<file path="src/rtl/aes128_mix_column_ctrl.sv">
// aes128_mix_column_ctrl
// Sequences one AES MixColumns / InvMixColumns column transform through a single
// shared external GF(2^8) multiplier. The 16 coefficient x byte products are
// visited row-major (row outer, column inner) and XOR-accumulated per output row.
// Forward-mode coefficients equal to 1 are folded in directly without a gmul call.
//
// state | meaning
// ------+---------------------------------------------------------------
// IDLE  | waiting for start_i; outputs hold the last result
// ISSUE | one cycle per term: either bypass (coef==1) or gmul start pulse
// WAIT  | gmul call in flight; operands held until gmul_valid_i
// DONE  | valid_o high for this single cycle, then back to IDLE

module aes128_mix_column_ctrl (
    input  logic        clk_i,
    input  logic        rst_n_i,
    input  logic        start_i,
    input  logic        inverse_i,
    input  logic [31:0] col_i,
    output logic        busy_o,
    output logic        valid_o,
    output logic [31:0] col_o,
    output logic [7:0]  gmul_a_o,
    output logic [7:0]  gmul_b_o,
    output logic        gmul_start_o,
    input  logic [7:0]  gmul_result_i,
    input  logic        gmul_valid_i
);

    typedef enum logic [1:0] {
        IDLE  = 2'd0,
        ISSUE = 2'd1,
        WAIT  = 2'd2,
        DONE  = 2'd3
    } state_e;

    state_e      state_q;
    logic [1:0]  row_q;
    logic [1:0]  cidx_q;
    logic [7:0]  acc_q;
    logic [31:0] col_in_q;
    logic        inv_q;
    logic        busy_q;
    logic        valid_q;
    logic [31:0] col_out_q;
    logic [7:0]  gmul_a_q;
    logic [7:0]  gmul_b_q;
    logic        gmul_start_q;

    // Circulant coefficient matrix: coef[r][c] = base[(c - r) mod 4].
    function automatic logic [7:0] coef_f(input logic inv, input logic [1:0] r,
                                          input logic [1:0] c);
        logic [1:0] idx;
        idx = c - r;
        case (idx)
            2'd0:    coef_f = inv ? 8'd14 : 8'd2;
            2'd1:    coef_f = inv ? 8'd11 : 8'd3;
            2'd2:    coef_f = inv ? 8'd13 : 8'd1;
            default: coef_f = inv ? 8'd9  : 8'd1;
        endcase
    endfunction

    // Byte c of a column; byte 0 sits in the most significant lane.
    function automatic logic [7:0] byte_f(input logic [31:0] col, input logic [1:0] c);
        case (c)
            2'd0:    byte_f = col[31:24];
            2'd1:    byte_f = col[23:16];
            2'd2:    byte_f = col[15:8];
            default: byte_f = col[7:0];
        endcase
    endfunction

    logic       last_c;
    logic       last_term;
    logic [1:0] row_d;
    logic [1:0] cidx_d;
    logic [7:0] coef_cur;
    logic [7:0] coef_d;
    logic [7:0] term;
    logic [7:0] acc_d;
    logic       step;

    // Next term indices, current/next coefficients and the accumulator update.
    always_comb begin
        last_c    = (cidx_q == 2'd3);
        last_term = last_c && (row_q == 2'd3);
        row_d     = last_c ? row_q + 2'd1 : row_q;
        cidx_d    = last_c ? 2'd0 : cidx_q + 2'd1;
        coef_cur  = coef_f(inv_q, row_q, cidx_q);
        coef_d    = coef_f(inv_q, row_d, cidx_d);
        term      = (state_q == WAIT) ? gmul_result_i : byte_f(col_in_q, cidx_q);
        acc_d     = acc_q ^ term;
        step      = ((state_q == ISSUE) && (coef_cur == 8'd1)) ||
                    ((state_q == WAIT) && gmul_valid_i);
    end

    // Controller FSM with registered handshake and result outputs.
    always_ff @(posedge clk_i or negedge rst_n_i) begin
        if (!rst_n_i) begin
            state_q      <= IDLE;
            row_q        <= 2'd0;
            cidx_q       <= 2'd0;
            acc_q        <= 8'd0;
            col_in_q     <= 32'd0;
            inv_q        <= 1'b0;
            busy_q       <= 1'b0;
            valid_q      <= 1'b0;
            col_out_q    <= 32'd0;
            gmul_a_q     <= 8'd0;
            gmul_b_q     <= 8'd0;
            gmul_start_q <= 1'b0;
        end else begin
            gmul_start_q <= 1'b0;
            valid_q      <= 1'b0;

            case (state_q)
                IDLE: begin
                    if (start_i) begin
                        col_in_q     <= col_i;
                        inv_q        <= inverse_i;
                        row_q        <= 2'd0;
                        cidx_q       <= 2'd0;
                        acc_q        <= 8'd0;
                        busy_q       <= 1'b1;
                        state_q      <= ISSUE;
                        // The diagonal coefficient (2 or 14) is never 1, so the
                        // first term always needs the multiplier.
                        gmul_a_q     <= coef_f(inverse_i, 2'd0, 2'd0);
                        gmul_b_q     <= col_i[31:24];
                        gmul_start_q <= 1'b1;
                    end
                end
                ISSUE: begin
                    if (!step) begin
                        state_q <= WAIT;
                    end
                end
                WAIT: begin
                end
                DONE: begin
                    busy_q  <= 1'b0;
                    state_q <= IDLE;
                end
                default: begin
                    state_q <= IDLE;
                end
            endcase

            // Fold the current term in and move to the next (row, column).
            if (step) begin
                if (last_c) begin
                    col_out_q[{~row_q, 3'b000} +: 8] <= acc_d;
                    acc_q  <= 8'd0;
                    cidx_q <= 2'd0;
                end else begin
                    acc_q  <= acc_d;
                    cidx_q <= cidx_d;
                end

                if (last_term) begin
                    state_q <= DONE;
                    valid_q <= 1'b1;
                end else begin
                    row_q   <= row_d;
                    state_q <= ISSUE;
                    // Operands are only refreshed for real calls so they stay put
                    // across bypass cycles.
                    if (coef_d != 8'd1) begin
                        gmul_a_q     <= coef_d;
                        gmul_b_q     <= byte_f(col_in_q, cidx_d);
                        gmul_start_q <= 1'b1;
                    end
                end
            end
        end
    end

    assign busy_o       = busy_q;
    assign valid_o      = valid_q;
    assign col_o        = col_out_q;
    assign gmul_a_o     = gmul_a_q;
    assign gmul_b_o     = gmul_b_q;
    assign gmul_start_o = gmul_start_q;

endmodule
</file>
<file path="config.mk">
export PLATFORM = sky130hd
export DESIGN_NAME = aes128_mix_column_ctrl
export DESIGN_NICKNAME = d
export VERILOG_FILES = /design/src/rtl/aes128_mix_column_ctrl.sv
export SDC_FILE = /design/constraint.sdc
export NUM_CORES = 1
export LEC_CHECK = 0
export CAP_MARGIN = 20
export CORE_UTILIZATION = 45
export DETAILED_ROUTE_END_ITERATION = 8
export PLACE_DENSITY = 0.69
export REMOVE_ABC_BUFFERS = 1
export SKIP_LAST_GASP = 1
export SLEW_MARGIN = 20
export SYNTH_ARGS = -nofsm -noshare
export SYNTH_HDL_FRONTEND = slang
export SYNTH_SLANG_ARGS = --single-unit
</file>
<file path="constraint.sdc">
create_clock -name clk_i -period 7.8 [get_ports clk_i]
set_clock_uncertainty 0.15 [all_clocks]
set_input_delay 1.56 -clock clk_i [delete_from_list [all_inputs] [get_ports clk_i]]
set_output_delay 1.56 -clock clk_i [all_outputs]
set_load 0.1 [all_outputs]
</file>
# Yosys cells after proc, flatten, opt, wreduce, memory -nomap -nowiden
# Index checks and enable logic that the tools add are counted.
[totals]
memories = 0
output_inout_bits = 51
input_bits = 45
latchBits = 0
mem_bits_ro = 0
register_bits = 98
ramBits = 0
[op_classes]
magnitude_cmp = 0
n_eq_ne = 17
n_addsub = 5
multipliers = 0
n_mux = 48
n_bitwise = 2
div = 0
shift = 2
reduce_logical = 18
[ops]
columns = ["cell", "n"]
rows = [
  ["$mux 8", 15],
  ["$pmux 8 s3", 2],
  ["$bwmux 32", 1],
  ["$shift 8x7->32 const A", 1],
  ["$shiftx 8x7->32", 1],
  ["$mux 2", 13],
  ["$pmux 4 s3", 2],
  ["$mux 4", 5],
  ["$eq 2x2->1 const B", 8],
  ["$eq 2x1->1 const B", 5],
  ["$logic_not 2->1", 5],
  ["$reduce_and 2->1", 5],
  ["$eq 8x1->1 const B", 1],
  ["$mux 1", 8],
  ["$ne 8x1->1 const B", 1],
  ["$xor 8x8->8", 1],
  ["$neg 5->7", 1],
  ["$pmux 2 s3", 1],
  ["$reduce_bool 2->1", 3],
  ["$add 2x1->2 const B", 2],
  ["$reduce_bool 4->1", 1],
  ["$sub 2x2->2", 2],
  ["$logic_and 1x1->1", 3],
  ["$ne 3x3->1 const B", 1],
  ["4 further kinds", 4],
]

# Logic depth before layout (Yosys ltp)
# Gate-level depths: netlist of the first run.
[logic_depth]
ltp_word = 9
depth_mapped = 13
ltp_nobuf = 9

# Worst setup path after synthesis of the first run
# Ideal clock, no wire load.
[synth_timing]
kind = "reg-to-reg"
from = "reg cidx_q[1]"
to = "reg gmul_a_q[2], in the netlist gmul_a_o[2]"
n_path_buf = 4
setup_slack_ns = 4.469
setup_ns = 0.126
t_arrival_ns = 3.055
period_less_slack_ns = 3.331
path_stages_with_launch = 14
path_cell_list = "dfrtp_1 ha_1 clkbuf_1 buf_2 xor2_1 ha_1 xor2_1 xor2_1 ha_1 a211o_1 buf_1 a31oi_4 buf_6 a221o_1"
[synth_via]
elab_chain_cells = 9
[synth_rtl]
columns = ["element", "line_no", "rtl"]
rows = [
  ["from (decl)", "39", "logic [1:0] cidx_q;"],
  ["from (signal assigned)", "157", "cidx_q <= cidx_d;"],
  ["$add 2x1->2 or $eq 2x2->1 (tied branches)", "88, 85", ""],
  ["$mux 2 (on tied branches)", "88, 87", ""],
  ["$sub 2x2->2", "54", "idx = c - r;"],
  ["$eq 2x2->1 (tied with other cells)", "55", "case (idx)"],
  ["$pmux 4 s3", "55", ""],
  ["$ne 8x1->1", "168", "if (coef_d != 8'd1) begin"],
  ["$mux 8", "168", ""],
  ["$mux 8", "160", "if (last_term) begin"],
  ["$mux 8 *", "150", "if (step) begin"],
  ["to (signal assigned)", "128", "gmul_a_q <= coef_f(inverse_i, 2'd0, 2'd0);"],
  ["to (signal assigned)", "169", "gmul_a_q <= coef_d;"],
  ["to (decl)", "46", "logic [7:0] gmul_a_q;"],
]
# Every way passes the cells marked *; elsewhere a longest branch is shown, timed or not.
# A chain may end at the register's enable or synchronous reset.

# Worst setup path after layout of the first run
[layout_timing]
from = "reg cidx_q[0]"
to = "reg gmul_b_q[0], in the netlist gmul_b_o[0]"
[layout_via]
elab_chain_cells = 9
[layout_rtl]
columns = ["element", "line_no", "rtl"]
rows = [
  ["$add 2x1->2 or $eq 2x2->1 (tied branches)", "88, 85", ""],
  ["$mux 2 (on tied branches)", "88, 87", ""],
  ["$sub 2x2->2", "54", ""],
  ["$eq 2x2->1 (tied with other cells)", "55", ""],
  ["$pmux 4 s3", "55", ""],
  ["$ne 8x1->1", "168", ""],
  ["$mux 8", "168", ""],
  ["$mux 8", "160", ""],
  ["$mux 8 *", "150", ""],
  ["to (signal assigned)", "129", "gmul_b_q <= col_i[31:24];"],
  ["to (signal assigned)", "170", "gmul_b_q <= byte_f(col_in_q, cidx_d);"],
  ["to (decl)", "47", "logic [7:0] gmul_b_q;"],
]
# Marks and branches as above.

==> out/results.md, run 1 <==
* worst slew slack as a fraction of its limit: 30.5%
* DR vias/cell: 5.84
* sequential cell fraction of total power: 30.8%
* number of core rows: 38
* antenna cell count: 0
* via count: 4266
* synthesized area per cell: 10.0 µm²
* number of pins with negative max-slew slack in the final report: 0
* GP Congestion: 0.872
* Crit. End Element: flip-flop
* post-DR wirelength/cell: 17.9 µm
* top achievable clock speed: 261 MHz
* Setup Fix Bufs, Post-CTS: 0
* Net Sw Power: 0.00136 W
* synthesized instance count: 506
* result of the run: finished clean
* H-tree depth: 3
* Yosys warning count: 0
* number of buffer and inverter instances along the worst setup path: 0
* Crit path max-delay family: compound AO/OA/AOI/OAI gates
* part of the cycle the worst path needs: 49.2%
* Max VDD drop: 0.240 mV
* flops & latches, synth: 98
* clock sink count: 98
* top fanout value on the critical path: 17
* later-pin clock latency in the skew report: 0.36 ns
* Routed Antenna Nets: 0
* Die Area: 11700 µm²
* root buffer selected by CTS: sky130_fd_sc_hd__clkbuf_8
* RSZ-0062 raised after global routing: no
* Starting Density: 46.5%
* total count of hold-check failures in the final report: 0
* wire length of the first global-routing pass: 21400 µm
* overflow left after global routing: 0
* half-perimeter wire length after placement: 9190 µm
* Min Clock Period, post-route: 3.84 ns
* initial antenna violation count: 0
* maximum root-to-sink buffer count: 2
* fraction of synthesis flops using an asynchronous set or reset pin: 100%
* number of buffers added by the clock tree synthesis step: 9
* post-route cell area: 6280 µm²
* clock share of power: 12.4%
* die span in y: 108 µm
* Max stage delay cell, worst path: sky130_fd_sc_hd__ha_1
* fraction of layout instances using a drive strength above 1: 4.91%
* ordered cell list for the critical path: ha_1 -> xor2_1 -> ha_1 -> xor2_1 -> xor2_1 -> ha_1 -> a211o_1 -> a31oi_4 -> a221o_1
* initial detailed-routing violation count: 298
* Ports: 96
* die width: 108 µm
* leading register cell type out of synthesis: sky130_fd_sc_hd__dfrtp_1
* Power per Cell Area: 426 nW/µm²
* total of cells resized after clock tree synthesis: 0
* routed wire length: 13100 µm
* largest net degree at the start of global routing: 53
* final setup violating endpoints: 0
* arrival time at the worst endpoint: 3.99 ns
* Hold/Removal Path Class: flip-flop to flip-flop
* cell-internal power: 0.00131 W
* Overall Global Routing Usage: 23.9%
* data required time at the worst endpoint: 7.95 ns
* nature of the critical path startpoint: flip-flop
* Comb pwr share: 56.8%
* area post-placement: 6090 µm²
* quantity of hold-fixing buffers added after cts: 0
* count of cell types in the netlist: 50
* max cap viols: 0
* worst slew pin tran: 1.04 ns
* hold slack final: 0.348 ns
* post-CTS clock slew at the launch and capture registers of the worst setup and hold paths: 0.10 ns
* NumNets Final: 649
* Seq/Total Area, Yosys: 48.5%
* via count of the first global-routing pass: 4157
* classification of the worst setup path: flip-flop to flip-flop
* clock tree from TritonCTS: yes
* DRC Markers: 0
* Pleak: 2.89 nW
* overall power after layout: 0.00267 W
* first-pass detailed-route iteration total: 5
* Post-Syn Area: 5060 µm²
* Area Overhead vs Synth: 24.1%
* post-layout utilization of the core: 57.7%
* Core Footprint: 10900 µm²
* EDFF count, synth: 0
* largest stage delay on the critical path: 0.67 ns
* fraction of power spent switching nets: 50.9%
* Port Buf Inserts: 95
* summed negative setup slack over all endpoints: 0 ns
-- worst reg2reg max path, delay by kind of cell (launching register included) --
kind	cells	cell delay, ns
AOI/OAI and AO/OA	3	1.23
xor gates and xnor gates	3	0.72
adders and majority gates	3	1.22
DFF	1	0.46
-- placed cells by master, fill, tap and decap left out, drive strengths merged, types with 2 or more instances in the layout --
cell and instances:
a211o 2, a211oi 7, a21o 10, a21oi 5, a221o 9, a222oi 8
a22o 9, a31oi 9, and2 14, buf 5, clkbuf 10, clkdlybuf4s50 94
clkinv 4, dfrtp 98, ha 18, inv 19, mux2i 9, nand2 106
nand3 3, nand3b 3, nand4 2, nor2 4, nor3b 2, o211a 8
o211ai 7, o21a 8, o21ai 36, o31ai 42, o32ai 8, or3 3
xnor2 11, xor2 3
-- per-layer routing --
metal,vias to the layer above,track usage (%),part of all wire (%)
li1,2016,-,-
met1,2070,33.2,46
met2,161,38.1,47
met3,19,2.83,5.4
met4,0,9.20,1.9
met5,-,0,0
-- area by class of cell --
| class | count | area (µm²) |
|---|---|---|
| inverter | 19 | 71.3 |
| sequential | 98 | 2450 |
| fill | 1010 | 4610 |
| tap | 140 | 175 |
| timing repair buffer | 99 | 978 |
| clock inverter | 6 | 65.1 |
| clock buffer | 10 | 128 |
| multi-input combinational | 359 | 2410 |
-- power by group through the flow --
stage	clock, W	combinational (W)	sequential, W
finish	0.000331	0.00152	0.000823
CTS	0.000337	0.00152	0.000820
global route	0.000358	0.00163	0.000843
floorplan	0	0.000788	0.00113
detailed placement	0	0.00151	0.000829
global placement	0	0.00148	0.000822
-- sequential cells by signal, summed over array words and instances (netlist names) --
name          cells
gmul_start_o      1
inv_q             1
gmul_b_o          8
state_q           2
col_in_q         32
cidx_q            2
valid_o           1
busy_o            1
acc_q             8
gmul_a_o          8
col_o            32
row_q             2
-- per-stage QoR --
step	setup WS, ns	std cells
after floorplan	3.26	476
after global placement	3.97	715
after detailed placement	3.91	715
after CTS	3.99	731
after global routing	3.72	731
final	3.96	731
-- logic make-up after synthesis --
| logic type | after synthesis | share of synthesized area, % |
|---|---|---|
| XOR/XNOR | 14 | 2.42 |
| AND/OR/NAND/NOR | 144 | 12.8 |
| buffers and inverters | 49 | 4.00 |
| flip-flops | 98 | 48.5 |
| adder cells (fa/ha/maj) | 18 | 4.45 |
| multiplexers | 9 | 1.78 |
| AO/OA/AOI/OAI | 174 | 26.1 |
-- worst paths after layout --
kind	endpoint	cells past startpoint	start	slack (ns)
worst max-delay path	gmul_b_o[0]$_DFF_PN0_	9	cidx_q[0]$_DFFE_PN0P_	3.96
worst min-delay path	gmul_a_o[4]$_DFF_PN0_	1	gmul_a_o[4]$_DFF_PN0_	0.35
worst max register to register	gmul_b_o[0]$_DFF_PN0_	9	cidx_q[0]$_DFFE_PN0P_	3.96
worst min register to register	gmul_a_o[4]$_DFF_PN0_	1	gmul_a_o[4]$_DFF_PN0_	0.35
max in group asynchronous	row_q[1]$_DFF_PN0_	2	rst_n_i	5.34
min in group asynchronous	col_o[23]$_DFFE_PN0P_	1	rst_n_i	1.04
-- synthesized netlist by cell type, types with 2 or more instances --
cell type                  count  area share, %
sky130_fd_sc_hd__a222oi_1      8            1.6
sky130_fd_sc_hd__a21oi_1       4           0.40
sky130_fd_sc_hd__o211a_1       8            1.6
sky130_fd_sc_hd__buf_2         6           0.59
sky130_fd_sc_hd__xor2_1        3           0.52
sky130_fd_sc_hd__nor3b_1       2           0.30
sky130_fd_sc_hd__o21ai_0      36            3.6
sky130_fd_sc_hd__nand4_1       2           0.25
sky130_fd_sc_hd__inv_1        18            1.3
sky130_fd_sc_hd__o211ai_1      7            1.0
sky130_fd_sc_hd__nor2_1        4           0.30
sky130_fd_sc_hd__nand2_1     106            7.9
sky130_fd_sc_hd__clkbuf_1     21            1.6
sky130_fd_sc_hd__ha_1         18            4.5
sky130_fd_sc_hd__or3_1         3           0.37
sky130_fd_sc_hd__o32ai_1       8            1.4
sky130_fd_sc_hd__mux2i_1       9            1.8
sky130_fd_sc_hd__a22o_1        9            1.6
sky130_fd_sc_hd__a211oi_1      6           0.89
sky130_fd_sc_hd__nand3b_1      3           0.44
sky130_fd_sc_hd__and2_1       14            1.7
sky130_fd_sc_hd__xnor2_1      11            1.9
sky130_fd_sc_hd__a211o_1       2           0.35
sky130_fd_sc_hd__nand3_1       3           0.30
sky130_fd_sc_hd__a221o_1       9            1.8
sky130_fd_sc_hd__o31ai_1      42            6.2
sky130_fd_sc_hd__a31oi_1       8           0.99
sky130_fd_sc_hd__dfrtp_1      98             48
sky130_fd_sc_hd__a21o_1       10            1.5
sky130_fd_sc_hd__o21a_1        8            1.2
Note: power is estimated with default switching activity, not from simulation.
==> run 2: changes to the inputs <==
==> constraint.sdc (replaced) <==
create_clock -name clk_i -period 3.7 [get_ports clk_i]
set_clock_uncertainty 0.15 [all_clocks]
set_input_delay 0.74 -clock clk_i [delete_from_list [all_inputs] [get_ports clk_i]]
set_output_delay 0.74 -clock clk_i [all_outputs]
set_load 0.1 [all_outputs]
==> out/results.md, run 2 (synthesis gave the netlist of run 1 again) <==
* initial antenna violation count: 0, unchanged
* max cap viols: 0, unchanged
* Die Area: 11700 µm², unchanged
* hold slack final: 0.296 ns, was 0.348 ns
* arrival time at the worst endpoint: 3.54 ns, was 3.99 ns
* quantity of hold-fixing buffers added after cts: 0, unchanged
* half-perimeter wire length after placement: 9490 µm, was 9190 µm
* total of cells resized after clock tree synthesis: 0, unchanged
* area post-placement: 6150 µm², was 6090 µm²
* post-CTS clock slew at the launch and capture registers of the worst setup and hold paths: 0.10 ns, about the same
* first-pass detailed-route iteration total: 6, was 5
* Ports: 96, unchanged
* via count of the first global-routing pass: 4356, was 4157
* clock tree from TritonCTS: yes, unchanged
* launching instance or port of the critical path: cidx_q[0]$_DFFE_PN0P_, unchanged
* largest net degree at the start of global routing: 66, was 53
* Comb pwr share: 57.0%, was 56.8%
* Core Footprint: 10900 µm², unchanged
* result of the run: finished clean, unchanged
* fraction of power spent switching nets: 51.1%, was 50.9%
* DRC Markers: 0, unchanged
* largest stage delay on the critical path: 0.52 ns, was 0.67 ns
* count of placed standard cells in the final layout, fillers left out: 740, was 731
* part of the cycle the worst path needs: 91.6%, was 49.2%
* RSZ-0062 raised after global routing: no, unchanged
* sequential cell fraction of total power: 30.8%, about the same
* number of buffer and inverter instances along the worst setup path: 0, unchanged
* reg2reg start: cidx_q[0]$_DFFE_PN0P_, unchanged
* post-route cell area: 6350 µm², was 6280 µm²
* cell repeated most along the worst path: sky130_fd_sc_hd__ha_1
* overflow left after global routing: 0, unchanged
* root buffer selected by CTS: sky130_fd_sc_hd__clkbuf_8, unchanged
* top fanout value on the critical path: 15, was 17
* die span in y: 108 µm, unchanged
* most common cell after layout, fill and taps aside: sky130_fd_sc_hd__nand2_1, unchanged
* worst path setup slack after routing: 0.312 ns, was 3.96 ns
* fraction of layout instances using a drive strength above 1: 6.67%, was 4.91%
* die width: 108 µm, unchanged
* placed cells: 724, was 715
* clock sink count: 98, unchanged
* initial detailed-routing violation count: 245, was 298
* maximum root-to-sink buffer count: 2, unchanged
* number of core rows: 38, unchanged
* Setup Fix Bufs, Post-CTS: 0, unchanged
* clock share of power: 12.2%, was 12.4%
* classification of the worst setup path: flip-flop to flip-flop, unchanged
* worst slew slack as a fraction of its limit: 34.3%, was 30.5%
* wire length of the first global-routing pass: 21900 µm, was 21400 µm
* pre-CTS setup slack: 0.366 ns, was 3.91 ns
* commonest cells after routing, fill and taps aside: sky130_fd_sc_hd__nand2_1, sky130_fd_sc_hd__dfrtp_1, sky130_fd_sc_hd__clkdlybuf4s50_1, sky130_fd_sc_hd__o31ai_1, sky130_fd_sc_hd__o21ai_0, unchanged
* register area: 2450 µm², unchanged
* later-pin clock latency in the skew report: 0.37 ns, was 0.36 ns
* post-DR wirelength/cell: 17.9 µm, about the same
* GP Congestion: 0.845, was 0.872
* Min Clock Period, post-route: 3.39 ns, was 3.84 ns
* Crit. End Element: flip-flop, unchanged
* Port Buf Inserts: 95, unchanged
* DR vias/cell: 5.82, was 5.84
* number of pins with negative max-slew slack in the final report: 0, unchanged
* overall power after layout: 0.00565 W, was 0.00267 W
* final setup violating endpoints: 0, unchanged
* total count of hold-check failures in the final report: 0, unchanged
* Hold/Removal Path Class: input port to asynchronous set/reset pin, was flip-flop to flip-flop
* Overall Global Routing Usage: 24.2%, was 23.9%
* cell-internal power: 0.00276 W, was 0.00131 W
* NumNets Final: 658, was 649
* routed wire length: 13200 µm, was 13100 µm
* Crit path max-delay family: compound AO/OA/AOI/OAI gates, unchanged
* Power per Cell Area: 890 nW/µm², was 426 nW/µm²
* ordered cell list for the critical path: ha_1 -> or2_2 -> ha_1 -> xor2_1 -> xor2_1 -> ha_1 -> a211o_1 -> a31oi_4 -> a221o_1, was ha_1 -> xor2_1 -> ha_1 -> xor2_1 -> xor2_1 -> ha_1 -> a211o_1 -> a31oi_4 -> a221o_1
* top achievable clock speed: 295 MHz, was 261 MHz
* Area Overhead vs Synth: 25.5%, was 24.1%
* antenna cell count: 0, unchanged
* worst slew pin tran: 0.983 ns, was 1.04 ns
* Net Sw Power: 0.00289 W, was 0.00136 W
* Pleak: 2.94 nW, was 2.89 nW
* number of buffers added by the clock tree synthesis step: 9, unchanged
* Starting Density: 46.5%, unchanged
* data required time at the worst endpoint: 3.85 ns, was 7.95 ns
* Routed Antenna Nets: 0, unchanged
* Max VDD drop: 0.494 mV, was 0.240 mV
* number of inserted filler cells in the final layout: 974, was 1010
* Max stage delay cell, worst path: sky130_fd_sc_hd__a31oi_4, was sky130_fd_sc_hd__ha_1
* nature of the critical path startpoint: flip-flop, unchanged
* multi-input logic area: 2410 µm², unchanged
* via count: 4304, was 4266
* H-tree depth: 3, unchanged
-- run 2: area by class of cell --
cell class / count / share of cell area, %
clock inverters: 6 / 0.926
well taps: 140 / 2.76
inverters: 19 / 1.12
repair buffers: 108 / 16.4
clock buffers: 10 / 2.17
multi-input cells: 359 / 38.0
flip-flops and latches: 98 / 38.6
-- run 2: path summary, 6_finish.rpt --
| kind | endpoint | slack, ns | cells past startpoint |
|---|---|---|---|
| worst max-delay path | gmul_b_o[6]$_DFF_PN0_ | 0.31 | 9 |
| worst min-delay path | col_o[2]$_DFFE_PN0P_ | 0.30 | 1 |
| worst max register to register | gmul_b_o[6]$_DFF_PN0_ | 0.31 | 9 |
| worst min register to register | gmul_a_o[4]$_DFF_PN0_ | 0.34 | 1 |
| max in group asynchronous | gmul_b_o[7]$_DFF_PN0_ | 2.30 | 2 |
| min in group clk_i | gmul_a_o[4]$_DFF_PN0_ | 0.34 | 1 |
-- run 2: power by group through the flow --
stage / clock (W) / sequential, W / combinational (W)
finish: 0.000691 / 0.00174 / 0.00322
global route: 0.000757 / 0.00178 / 0.00349
CTS: 0.000702 / 0.00173 / 0.00322
detailed placement: 0 / 0.00175 / 0.00321
global placement: 0 / 0.00174 / 0.00312
floorplan: 0 / 0.00238 / 0.00166
-- run 2: through the flow --
stage	utilization (%)	TNS, ns
detailed placement	56.5	0
global route	58.3	0
global placement	56.5	0
floorplan	-	-0.127
CTS	58.3	0
finish	58.3	0
-- run 2: worst reg2reg max path: cells and delay by family (launching register included) --
kind,cells,cell delay [ns]
XOR/XNOR,2,0.51
AO/OA/AOI/OAI,3,1.23
adder cells (fa/ha/maj),3,0.70
AND/OR/NAND/NOR,1,0.27
flip-flops,1,0.46
-- run 2: layer usage --
layer / GRT usage, % / share of wire (%) / vias up
met5: 0 / 0 / -
met4: 9.88 / 1.9 / 0
met3: 2.65 / 4.4 / 17
met2: 38.6 / 48 / 136
met1: 33.6 / 46 / 2126
li1: - / - / 2025
